==> src/rtl/riscv_prefetch_buffer_ot_if.sv <==
// Bus bundle between the prefetcher, the IF-stage consumer and instruction memory.
// The master modport is the prefetcher side; slave is the consumer/memory side.
interface riscv_prefetch_buffer_ot_if #(
  parameter int unsigned TAG_W = 4
) ();
  logic             fetch_valid_o;
  logic [31:0]      fetch_rdata_o;
  logic [TAG_W-1:0] fetch_rtag_o;
  logic [31:0]      fetch_addr_o;
  logic             fetch_err_o;
  logic             fetch_ready_i;

  logic             instr_req_o;
  logic [31:0]      instr_addr_o;
  logic             instr_gnt_i;
  logic             instr_rvalid_i;
  logic [31:0]      instr_rdata_i;
  logic [TAG_W-1:0] instr_rtag_i;
  logic             instr_err_i;

  modport master (
    output fetch_valid_o, fetch_rdata_o, fetch_rtag_o, fetch_addr_o, fetch_err_o,
    input  fetch_ready_i,
    output instr_req_o, instr_addr_o,
    input  instr_gnt_i, instr_rvalid_i, instr_rdata_i, instr_rtag_i, instr_err_i
  );

  modport slave (
    input  fetch_valid_o, fetch_rdata_o, fetch_rtag_o, fetch_addr_o, fetch_err_o,
    output fetch_ready_i,
    input  instr_req_o, instr_addr_o,
    output instr_gnt_i, instr_rvalid_i, instr_rdata_i, instr_rtag_i, instr_err_i
  );
endinterface

==> src/rtl/riscv_prefetch_buffer_ot.sv <==
// Instruction prefetcher: up to MAX_OT requests in flight, DEPTH-entry response FIFO,
// per-word DIFT tag, branch flush with silent dropping of stale responses.
module riscv_prefetch_buffer_ot #(
  parameter int unsigned DEPTH  = 4,
  parameter int unsigned MAX_OT = 2,
  parameter int unsigned TAG_W  = 4
) (
  input  logic                       clk,
  input  logic                       rst_n,
  input  logic                       req_i,
  input  logic                       branch_i,
  input  logic [31:0]                branch_addr_i,
  output logic                       busy_o,
  riscv_prefetch_buffer_ot_if.master bus
);

  localparam int unsigned PtrW = (DEPTH > 1) ? $clog2(DEPTH) : 1;
  localparam int unsigned CntW = $clog2(DEPTH + 1);
  localparam int unsigned AqW  = (MAX_OT > 1) ? $clog2(MAX_OT) : 1;
  localparam logic [CntW:0]  MaxOt  = (CntW + 1)'(MAX_OT);
  localparam logic [CntW:0]  Depth  = (CntW + 1)'(DEPTH);
  localparam logic [AqW-1:0] AqLast = AqW'(MAX_OT - 1);

  typedef enum logic [0:0] {StRun, StErrHalt} state_e;

  state_e          state_q;
  logic [31:0]     next_addr_q, next_addr_d;
  logic [CntW-1:0] ot_q, ot_d, drop_q, drop_d, fifo_cnt_q, fifo_cnt_d;
  logic [PtrW-1:0] wptr_q, rptr_q;
  logic [AqW-1:0]  aq_wptr_q, aq_rptr_q, aq_wbase;

  logic [31:0]      fifo_data_q [DEPTH];
  logic [TAG_W-1:0] fifo_tag_q  [DEPTH];
  logic             fifo_err_q  [DEPTH];
  logic [31:0]      fifo_addr_q [DEPTH];
  logic [31:0]      aq_q        [MAX_OT];

  logic            issue, gnt_fire, stale, live_rv, push, pop;
  logic [CntW:0]   in_flight, credit;
  logic [31:0]     target, addr_out;
  logic            unused_addr_bits;

  function automatic logic [AqW-1:0] aq_inc(input logic [AqW-1:0] p);
    return (p == AqLast) ? '0 : p + 1'b1;
  endfunction

  assign target           = {branch_addr_i[31:2], 2'b00};
  assign unused_addr_bits = ^branch_addr_i[1:0];

  // Credits use registered counts only; a pop this cycle does not free a slot until next cycle.
  assign in_flight = {1'b0, ot_q} + {1'b0, drop_q};
  assign credit    = {1'b0, fifo_cnt_q} + {1'b0, ot_q};
  assign issue     = req_i & ((state_q == StRun) | branch_i) & (in_flight < MaxOt) &
                     (credit < Depth);
  assign gnt_fire  = issue & bus.instr_gnt_i;
  assign addr_out  = branch_i ? target : next_addr_q;

  assign stale    = (drop_q != '0);
  assign live_rv  = bus.instr_rvalid_i & ~stale & ~branch_i;
  assign push     = live_rv;
  assign pop      = bus.fetch_valid_o & bus.fetch_ready_i & ~branch_i;
  assign aq_wbase = branch_i ? '0 : aq_wptr_q;

  assign bus.instr_req_o   = issue;
  assign bus.instr_addr_o  = addr_out;
  assign bus.fetch_valid_o = (fifo_cnt_q != '0);
  assign bus.fetch_rdata_o = fifo_data_q[rptr_q];
  assign bus.fetch_rtag_o  = fifo_tag_q[rptr_q];
  assign bus.fetch_err_o   = fifo_err_q[rptr_q];
  assign bus.fetch_addr_o  = fifo_addr_q[rptr_q];
  assign busy_o            = (ot_q != '0) | issue | stale;

  always_comb begin
    next_addr_d = next_addr_q;
    if (gnt_fire) begin
      next_addr_d = addr_out + 32'd4;
    end else if (branch_i) begin
      next_addr_d = target;
    end
    if (branch_i) begin
      // Everything outstanding becomes stale; a response arriving now is already discarded.
      ot_d       = CntW'(gnt_fire);
      drop_d     = in_flight[CntW-1:0] - CntW'(bus.instr_rvalid_i);
      fifo_cnt_d = '0;
    end else begin
      ot_d       = ot_q + CntW'(gnt_fire) - CntW'(live_rv);
      drop_d     = drop_q - CntW'(bus.instr_rvalid_i & stale);
      fifo_cnt_d = fifo_cnt_q + CntW'(push) - CntW'(pop);
    end
  end

  always_ff @(posedge clk or negedge rst_n) begin
    if (!rst_n) begin
      next_addr_q <= '0;
      ot_q        <= '0;
      drop_q      <= '0;
      fifo_cnt_q  <= '0;
    end else begin
      next_addr_q <= next_addr_d;
      ot_q        <= ot_d;
      drop_q      <= drop_d;
      fifo_cnt_q  <= fifo_cnt_d;
    end
  end

  always_ff @(posedge clk or negedge rst_n) begin
    if (!rst_n) begin
      state_q <= StRun;
    end else begin
      unique case (state_q)
        StRun:     if (!branch_i && push && bus.instr_err_i) state_q <= StErrHalt;
        StErrHalt: if (branch_i) state_q <= StRun;
        default:   state_q <= StRun;
      endcase
    end
  end

  always_ff @(posedge clk or negedge rst_n) begin
    if (!rst_n) begin
      for (int unsigned i = 0; i < DEPTH; i++) begin
        fifo_data_q[i] <= '0;
        fifo_tag_q[i]  <= '0;
        fifo_err_q[i]  <= 1'b0;
        fifo_addr_q[i] <= '0;
      end
      wptr_q <= '0;
      rptr_q <= '0;
    end else begin
      if (push) begin
        fifo_data_q[wptr_q] <= bus.instr_rdata_i;
        fifo_tag_q[wptr_q]  <= bus.instr_rtag_i;
        fifo_err_q[wptr_q]  <= bus.instr_err_i;
        fifo_addr_q[wptr_q] <= aq_q[aq_rptr_q];
      end
      if (branch_i) begin
        wptr_q <= '0;
        rptr_q <= '0;
      end else begin
        if (push) wptr_q <= wptr_q + 1'b1;
        if (pop)  rptr_q <= rptr_q + 1'b1;
      end
    end
  end

  // Address queue holds only live requests; stale ones are forgotten on branch.
  always_ff @(posedge clk or negedge rst_n) begin
    if (!rst_n) begin
      for (int unsigned i = 0; i < MAX_OT; i++) aq_q[i] <= '0;
      aq_wptr_q <= '0;
      aq_rptr_q <= '0;
    end else begin
      if (gnt_fire) begin
        aq_q[aq_wbase] <= addr_out;
        aq_wptr_q      <= aq_inc(aq_wbase);
      end else begin
        aq_wptr_q      <= aq_wbase;
      end
      if (branch_i) begin
        aq_rptr_q <= '0;
      end else if (push) begin
        aq_rptr_q <= aq_inc(aq_rptr_q);
      end
    end
  end

endmodule

==> src/flat_wrapper.sv <==
// flat-port wrapper written by rule: the top's interface ports become plain ports
module riscv_prefetch_buffer_ot_flat 
#(
  parameter int unsigned DEPTH  = 4,
  parameter int unsigned MAX_OT = 2,
  parameter int unsigned TAG_W  = 4
)
  (clk, rst_n, req_i, branch_i, branch_addr_i, busy_o, bus_fetch_valid_o, bus_fetch_rdata_o, bus_fetch_rtag_o, bus_fetch_addr_o, bus_fetch_err_o, bus_fetch_ready_i, bus_instr_req_o, bus_instr_addr_o, bus_instr_gnt_i, bus_instr_rvalid_i, bus_instr_rdata_i, bus_instr_rtag_i, bus_instr_err_i);
  riscv_prefetch_buffer_ot_if #(.TAG_W(TAG_W)) bus_i ();
  input  logic clk;
  input  logic rst_n;
  input  logic req_i;
  input  logic branch_i;
  input  logic [31:0] branch_addr_i;
  output logic busy_o;
  output wire logic [$bits(bus_i.fetch_valid_o)-1:0] bus_fetch_valid_o;
  output wire logic [$bits(bus_i.fetch_rdata_o)-1:0] bus_fetch_rdata_o;
  output wire logic [$bits(bus_i.fetch_rtag_o)-1:0] bus_fetch_rtag_o;
  output wire logic [$bits(bus_i.fetch_addr_o)-1:0] bus_fetch_addr_o;
  output wire logic [$bits(bus_i.fetch_err_o)-1:0] bus_fetch_err_o;
  input wire logic [$bits(bus_i.fetch_ready_i)-1:0] bus_fetch_ready_i;
  output wire logic [$bits(bus_i.instr_req_o)-1:0] bus_instr_req_o;
  output wire logic [$bits(bus_i.instr_addr_o)-1:0] bus_instr_addr_o;
  input wire logic [$bits(bus_i.instr_gnt_i)-1:0] bus_instr_gnt_i;
  input wire logic [$bits(bus_i.instr_rvalid_i)-1:0] bus_instr_rvalid_i;
  input wire logic [$bits(bus_i.instr_rdata_i)-1:0] bus_instr_rdata_i;
  input wire logic [$bits(bus_i.instr_rtag_i)-1:0] bus_instr_rtag_i;
  input wire logic [$bits(bus_i.instr_err_i)-1:0] bus_instr_err_i;
  assign bus_fetch_valid_o = bus_i.fetch_valid_o;
  assign bus_fetch_rdata_o = bus_i.fetch_rdata_o;
  assign bus_fetch_rtag_o = bus_i.fetch_rtag_o;
  assign bus_fetch_addr_o = bus_i.fetch_addr_o;
  assign bus_fetch_err_o = bus_i.fetch_err_o;
  assign bus_i.fetch_ready_i = bus_fetch_ready_i;
  assign bus_instr_req_o = bus_i.instr_req_o;
  assign bus_instr_addr_o = bus_i.instr_addr_o;
  assign bus_i.instr_gnt_i = bus_instr_gnt_i;
  assign bus_i.instr_rvalid_i = bus_instr_rvalid_i;
  assign bus_i.instr_rdata_i = bus_instr_rdata_i;
  assign bus_i.instr_rtag_i = bus_instr_rtag_i;
  assign bus_i.instr_err_i = bus_instr_err_i;
  riscv_prefetch_buffer_ot #(.DEPTH(DEPTH), .MAX_OT(MAX_OT), .TAG_W(TAG_W)) u_core (.clk(clk), .rst_n(rst_n), .req_i(req_i), .branch_i(branch_i), .branch_addr_i(branch_addr_i), .busy_o(busy_o), .bus(bus_i));
endmodule
==> config.mk <==
export PLATFORM = sky130hd
export DESIGN_NAME = riscv_prefetch_buffer_ot_flat
export DESIGN_NICKNAME = d
export VERILOG_FILES = /design/src/rtl/riscv_prefetch_buffer_ot_if.sv /design/src/rtl/riscv_prefetch_buffer_ot.sv /design/src/flat_wrapper.sv
export SDC_FILE = /design/constraint.sdc
export NUM_CORES = 1
export LEC_CHECK = 0
export ABC_AREA = 1
export CAP_MARGIN = 20
export CORE_ASPECT_RATIO = 0.75
export CORE_MARGIN = 3
export CORE_UTILIZATION = 45
export DETAILED_ROUTE_END_ITERATION = 10
export GPL_TIMING_DRIVEN = 0
export PLACE_DENSITY = 0.65
export SKIP_LAST_GASP = 1
export SYNTH_ARGS = -nofsm -noshare
export SYNTH_HDL_FRONTEND = slang
export SYNTH_SLANG_ARGS = --single-unit
==> constraint.sdc <==
create_clock -name clk -period 3.9 [get_ports clk]
set_input_delay 0.585 -clock clk [delete_from_list [all_inputs] [get_ports clk]]
set_output_delay 0.585 -clock clk [all_outputs]
set_load 0.03 [all_outputs]
Word-level counts from Yosys, hierarchy flattened
Cells that the tools add are included.
Widths: inputs -> output; s select.
{"block": "word_totals", "regBits": 388, "in_bits": 76, "word_cells": 123}
{"block": "op_classes", "add_sub_neg": 13, "magnitude_cmp": 8, "muxes": 46, "n_bitwise": 19, "n_reduce_logical": 10}
{"operator": "$mux 32", "n": 11}
{"operator": "$bwmux 128", "n": 2}
{"operator": "$bmux 32 s2", "n": 2}
{"operator": "$bwmux 64", "n": 1}
{"operator": "$demux 32 s2", "n": 1}
{"operator": "$add 32x3->32 const B", "n": 1}
{"operator": "$demux 32 s1", "n": 1}
{"operator": "$bwmux 16", "n": 1}
{"operator": "$mux 4", "n": 3}
{"operator": "$mux 1", "n": 11}
{"operator": "$and 1x1->1", "n": 9}
{"operator": "$mux 3", "n": 3}
{"operator": "$reduce_bool 3->1", "n": 3}
{"operator": "$sub 3x1->3", "n": 3}
{"operator": "$add 3x3->4", "n": 2}
{"operator": "$bmux 4 s2", "n": 1}
{"operator": "$demux 4 s2", "n": 1}
{"operator": "$mux 2", "n": 4}
{"operator": "$add 3x1->3", "n": 2}
{"operator": "$ge 3x3->1 const B", "n": 2}
{"operator": "$not 2->3", "n": 2}
{"operator": "$add 2x1->2 const B", "n": 2}
{"operator": "$bwmux 4", "n": 1}
{"operator": "$ge 2x2->1 const B", "n": 2}
{"operator": "15 further kinds", "n": 25}

Logic depth before layout (Yosys ltp)
{"block": "logic_depth", "ltp_word": 9, "ltp_mapped": 14, "ltp_nobuf": 13}

Worst setup path after synthesis
OpenSTA, ideal clock, no wires.
{"block": "synth_timing", "path_type": "reg2reg", "from": "register u_core.drop_q[0]", "to": "register u_core.ot_q[2]", "setup_ns": 0.086, "arrival_ns": 2.599, "required_time_ns": 3.814, "setup_slack_ns": 1.215, "stages_incl_launch_ff": 14, "n_path_buf": 1, "path_cell_list": "dfrtp_1 -> ha_1 -> fa_1 -> nor2_1 -> nand3_2 -> nor2_4 -> nand2_1 -> nor2_1 -> buf_4 -> ha_1 -> inv_1 -> fa_1 -> and3_1 -> nor3_1"}
{"block": "synth_via", "elab_chain_cells": 8}
{"element": "start: declaration", "line": "riscv_prefetch_buffer_ot.sv:28", "source": "logic [CntW-1:0] ot_q, ot_d, drop_q, drop_d, fifo_cnt_q, fifo_cnt_d;"}
{"element": "start signal: assignment", "line": "riscv_prefetch_buffer_ot.sv:101", "source": "drop_q <= drop_d;"}
{"element": "$add 3x3->4", "line": "riscv_prefetch_buffer_ot.sv:51", "source": "assign in_flight = {1'b0, ot_q} + {1'b0, drop_q};"}
{"element": "$lt 4x2->1", "line": "riscv_prefetch_buffer_ot.sv:53", "source": "assign issue = req_i & ((state_q == StRun) | branch_i) & (in_flight < MaxOt) &"}
{"element": "$and 1x1->1 (2 in series)", "line": "riscv_prefetch_buffer_ot.sv:53"}
{"element": "$and 1x1->1", "line": "riscv_prefetch_buffer_ot.sv:55", "source": "assign gnt_fire = issue & bus.instr_gnt_i;"}
{"element": "$add 3x1->3", "line": "riscv_prefetch_buffer_ot.sv:86", "source": "ot_d = ot_q + CntW'(gnt_fire) - CntW'(live_rv);"}
{"element": "$sub 3x1->3 *", "line": "riscv_prefetch_buffer_ot.sv:86"}
{"element": "$mux 3 *", "line": "riscv_prefetch_buffer_ot.sv:80", "source": "if (branch_i) begin"}
{"element": "net u_core.ot_d[2]", "line": "riscv_prefetch_buffer_ot.sv:28"}
{"element": "end signal: assignment", "line": "riscv_prefetch_buffer_ot.sv:100", "source": "ot_q <= ot_d;"}
{"element": "end: declaration", "line": "riscv_prefetch_buffer_ot.sv:28"}
Mark *: on every way through the listed nets, which the timed path passes. The rest lies on a longest branch.
A chain may end at the register's enable or synchronous reset.

Final worst setup path
{"block": "layout_timing", "from": "register u_core.rptr_q[0]", "to": "output bus_fetch_addr_o[11]"}
{"block": "layout_via", "elab_chain_cells": 4}
{"element": "start: declaration", "line": "riscv_prefetch_buffer_ot.sv:29", "source": "logic [PtrW-1:0] wptr_q, rptr_q;"}
{"element": "start signal: assignment", "line": "riscv_prefetch_buffer_ot.sv:140", "source": "if (pop) rptr_q <= rptr_q + 1'b1;"}
{"element": "$not 2->3 (implied by the code)", "line": "riscv_prefetch_buffer_ot.sv:70", "source": "assign bus.fetch_addr_o = fifo_addr_q[rptr_q];"}
{"element": "$bmux 32 s2", "line": "riscv_prefetch_buffer_ot.sv:70"}
{"element": "$mux 32 (implied by the code) (2 in series)", "line": "riscv_prefetch_buffer_ot.sv:70"}
{"element": "end: declaration", "line": "flat_wrapper.sv:19", "source": "output wire logic [$bits(bus_i.fetch_addr_o)-1:0] bus_fetch_addr_o;"}
Every way passes these cells. The select of a mux whose other input is x is not followed.

==> results.ini <==
[sta]
finalCriticalPeriod_ns=3.87
fin_skew_ns=0.0157
finalCritPeriodShare=0.993
tightestPinTransition_ns=0.876
slew-limit-headroom=0.410
rsz0062_at_grt=false
setup_viol=0
slew_violations=0
timing.hold.ws_ns=0.483
tns_ns=0
final-hold-violation-count=0
fmax_mhz=258

[clock_network]
cts_buffer_depth=3
insertion_delay_ns=0.56
cts_sinks=388
cts_tree=built
cts_made_buffers=41
clk_pin_slew_worst_paths_ns=0.06
h-tree-depth=2
cts_root_buf=clkbuf_16

[critical_path]
crit_path_max_incr_delay_ns=0.75
cp_slowest_cell=clkdlybuf4s50_1
start_kind=flip-flop
cp_cell_sequence=inv_1, clkbuf_1, nor2_1, o22ai_1, clkdlybuf4s50_1
critPathCaptureType=primary output
worstSetupPathType=flip-flop to primary output
reg2reg_slack_ns=0.55
crit_arrival_ns=3.29
required_ns=3.31
critical_path_peak_fanout=14

[pwr]
ir_worst_vdd_uv=326
finalPower_w=0.0163
power_density_mw_per_mm2=734
p_leak_nw=10.8

[logic_synthesis]
synth_largest_area_cell=dfrtp_1
synth_edf_count=0
yosysMostFrequentCell=nand2_1
avgSynthCellArea_um2=8.24
netlist.area_leader.share=0.529
netlist_instances=2229
synth_commonest_cells=nand2_1, dfrtp_1, o21ai_0
synth.area.top_cells=dfrtp_1, nand2_1, o21ai_0, nor2_1, a31oi_1
syn_area_mm2=0.0184
ys_warn_count=0
ys_ff_latch=388
yosysSeqAreaShare=0.529
synth_fp_nets=2328
yosysUniqueCellTypes=38
async_flop_share=1.00
synth_ff_type=dfrtp_1

[placed_design]
placedInstanceArea_mm2=0.0209
port_buffers=177
gp_congestion=0.877
hpwl_um=40200

[floorplanning]
core_mm2=0.0399
start_util=0.460
io_pins=180
die_area_mm2=0.0433
die_x_um=239
die-height_um=181
row_count=63

[grt]
grt_max_degree=121
grt.total_usage=0.268
antenna_found_initial=0
first_global_vias=16000
overflow=0
grt_pass1_wl_um=91900

[cells_and_area]
antenna_cells=0
synthToLayoutAreaGrowth_pct=21.1
drive_above_1_share=0.0774
fin_nets=2549
finish.instance_area_mm2=0.0222

[drt]
drc=0
num_vias=16700
wl_um=58200
wire_per_inst_um=19.4
first_pass_iters=7
ant_nets=0
drt_iter0_markers=1576
drt-vias-per-instance=5.57

[flow_run]
maxCapViolCount=0

[outcome]
outcome=finished, final reports clean

[min_path]
min_path_type=flip-flop to flip-flop

-- cell type report --
| type | count | area, um2 |
|---|---|---|
| Fill cell | 3733 | 17600 |
| Tap cell | 520 | 651 |
| Inverter | 83 | 312 |
| Clock buffer | 64 | 1250 |
| Multi-Input combinational cell | 1607 | 7630 |
| Timing Repair Buffer | 181 | 1870 |
| Clock inverter | 9 | 106 |
| Sequential cell | 388 | 9710 |
| Buffer | 148 | 702 |
-- final timing paths --
kind | end | cells after the start | from
min reg2reg | u_core.fifo_data_q[15] | 2 | u_core.fifo_data_q[15]
max reg2reg | u_core.aq_q[24] | 13 | u_core.drop_q[0]
max in group asynchronous | u_core.fifo_addr_q[108] | 4 | rst_n
min | u_core.fifo_data_q[15] | 2 | u_core.fifo_data_q[15]
max | bus_fetch_addr_o[11] | 5 | u_core.rptr_q[0]
min in group asynchronous | u_core.fifo_data_q[22] | 2 | rst_n
-- cells by family after synthesis --
group	count (synthesis)	share of synthesized area
XOR/XNOR	18	0.00859
buffers and inverters	234	0.0553
AO/OA/AOI/OAI	582	0.174
adder cells (fa/ha/maj)	23	0.0169
multiplexers	2	0.00109
flip-flops	388	0.529
AND/OR/NAND/NOR	982	0.216
-- sequential cells by signal (all words and copies together) (netlist names) --
register            flops
u_core.fifo_addr_q    128
u_core.fifo_data_q    128
u_core.aq_q            64
u_core.next_addr_q     32
u_core.fifo_tag_q      16
u_core.fifo_err_q       4
u_core.drop_q           3
u_core.fifo_cnt_q       3
u_core.ot_q             3
u_core.rptr_q           2
u_core.wptr_q           2
u_core.aq_rptr_q        1
u_core.aq_wptr_q        1
u_core.state_q          1
-- cells in the final DEF (no fill, tap or decap), types with 11 or more instances in the layout --
cell type	netlist	final
o21ai_0	364	364
ha_1	20	20
inv_1	78	77
buf_4	11	11
a31oi_1	120	120
nand4_1	11	11
clkbuf_1	90	91
nand2_2	24	24
nor2_1	309	309
o22ai_1	69	69
buf_2	38	38
nand2_1	591	591
xor2_1	17	17
o21ai_1	14	14
clkbuf_16	0	43
dfrtp_1	388	388
clkdlybuf4s50_1	0	176
nand3_1	15	15
-- critical path: cells and delay by family (launching register included) --
kind                   cells  cell delay, ns
buffers and inverters      3            1.85
flip-flops                 1            0.41
AND/OR/NAND/NOR            1            0.10
AO/OA/AOI/OAI              1            0.37
-- through the flow --
stage                     setup slack [ns]  std cells   util
final                               0.0274       3000  0.558
after global routing                0.0350       3000  0.558
after CTS                           0.0598       3000  0.557
after detailed placement             0.225       2929  0.523
after global placement              -14.95       2926  0.521
after floorplan                       1.21       2229      -
-- routing by layer --
layer	wire length (um)	track usage
met5	0	0
met4	1260	0.0711
met3	4440	0.0456
met2	26200	0.407
met1	26300	0.397
-- report_power, final --
part | total (W) | internal (W) | switching (W)
sequential | 0.00569 | 0.00512 | 0.000576
clock | 0.00400 | 0.00235 | 0.00166
combinational | 0.00662 | 0.00234 | 0.00428
total | 0.0163 | 0.00980 | 0.00652
-- what timing repair did --
action,CTS,global route
setup buffers,0,0
hold buffers,1,0
endpoints found under the setup margin,55,12
gates resized for setup,4,8
endpoints found under the hold margin,42,0
pin swaps,0,0
Power figures use the tool's default switching activity.
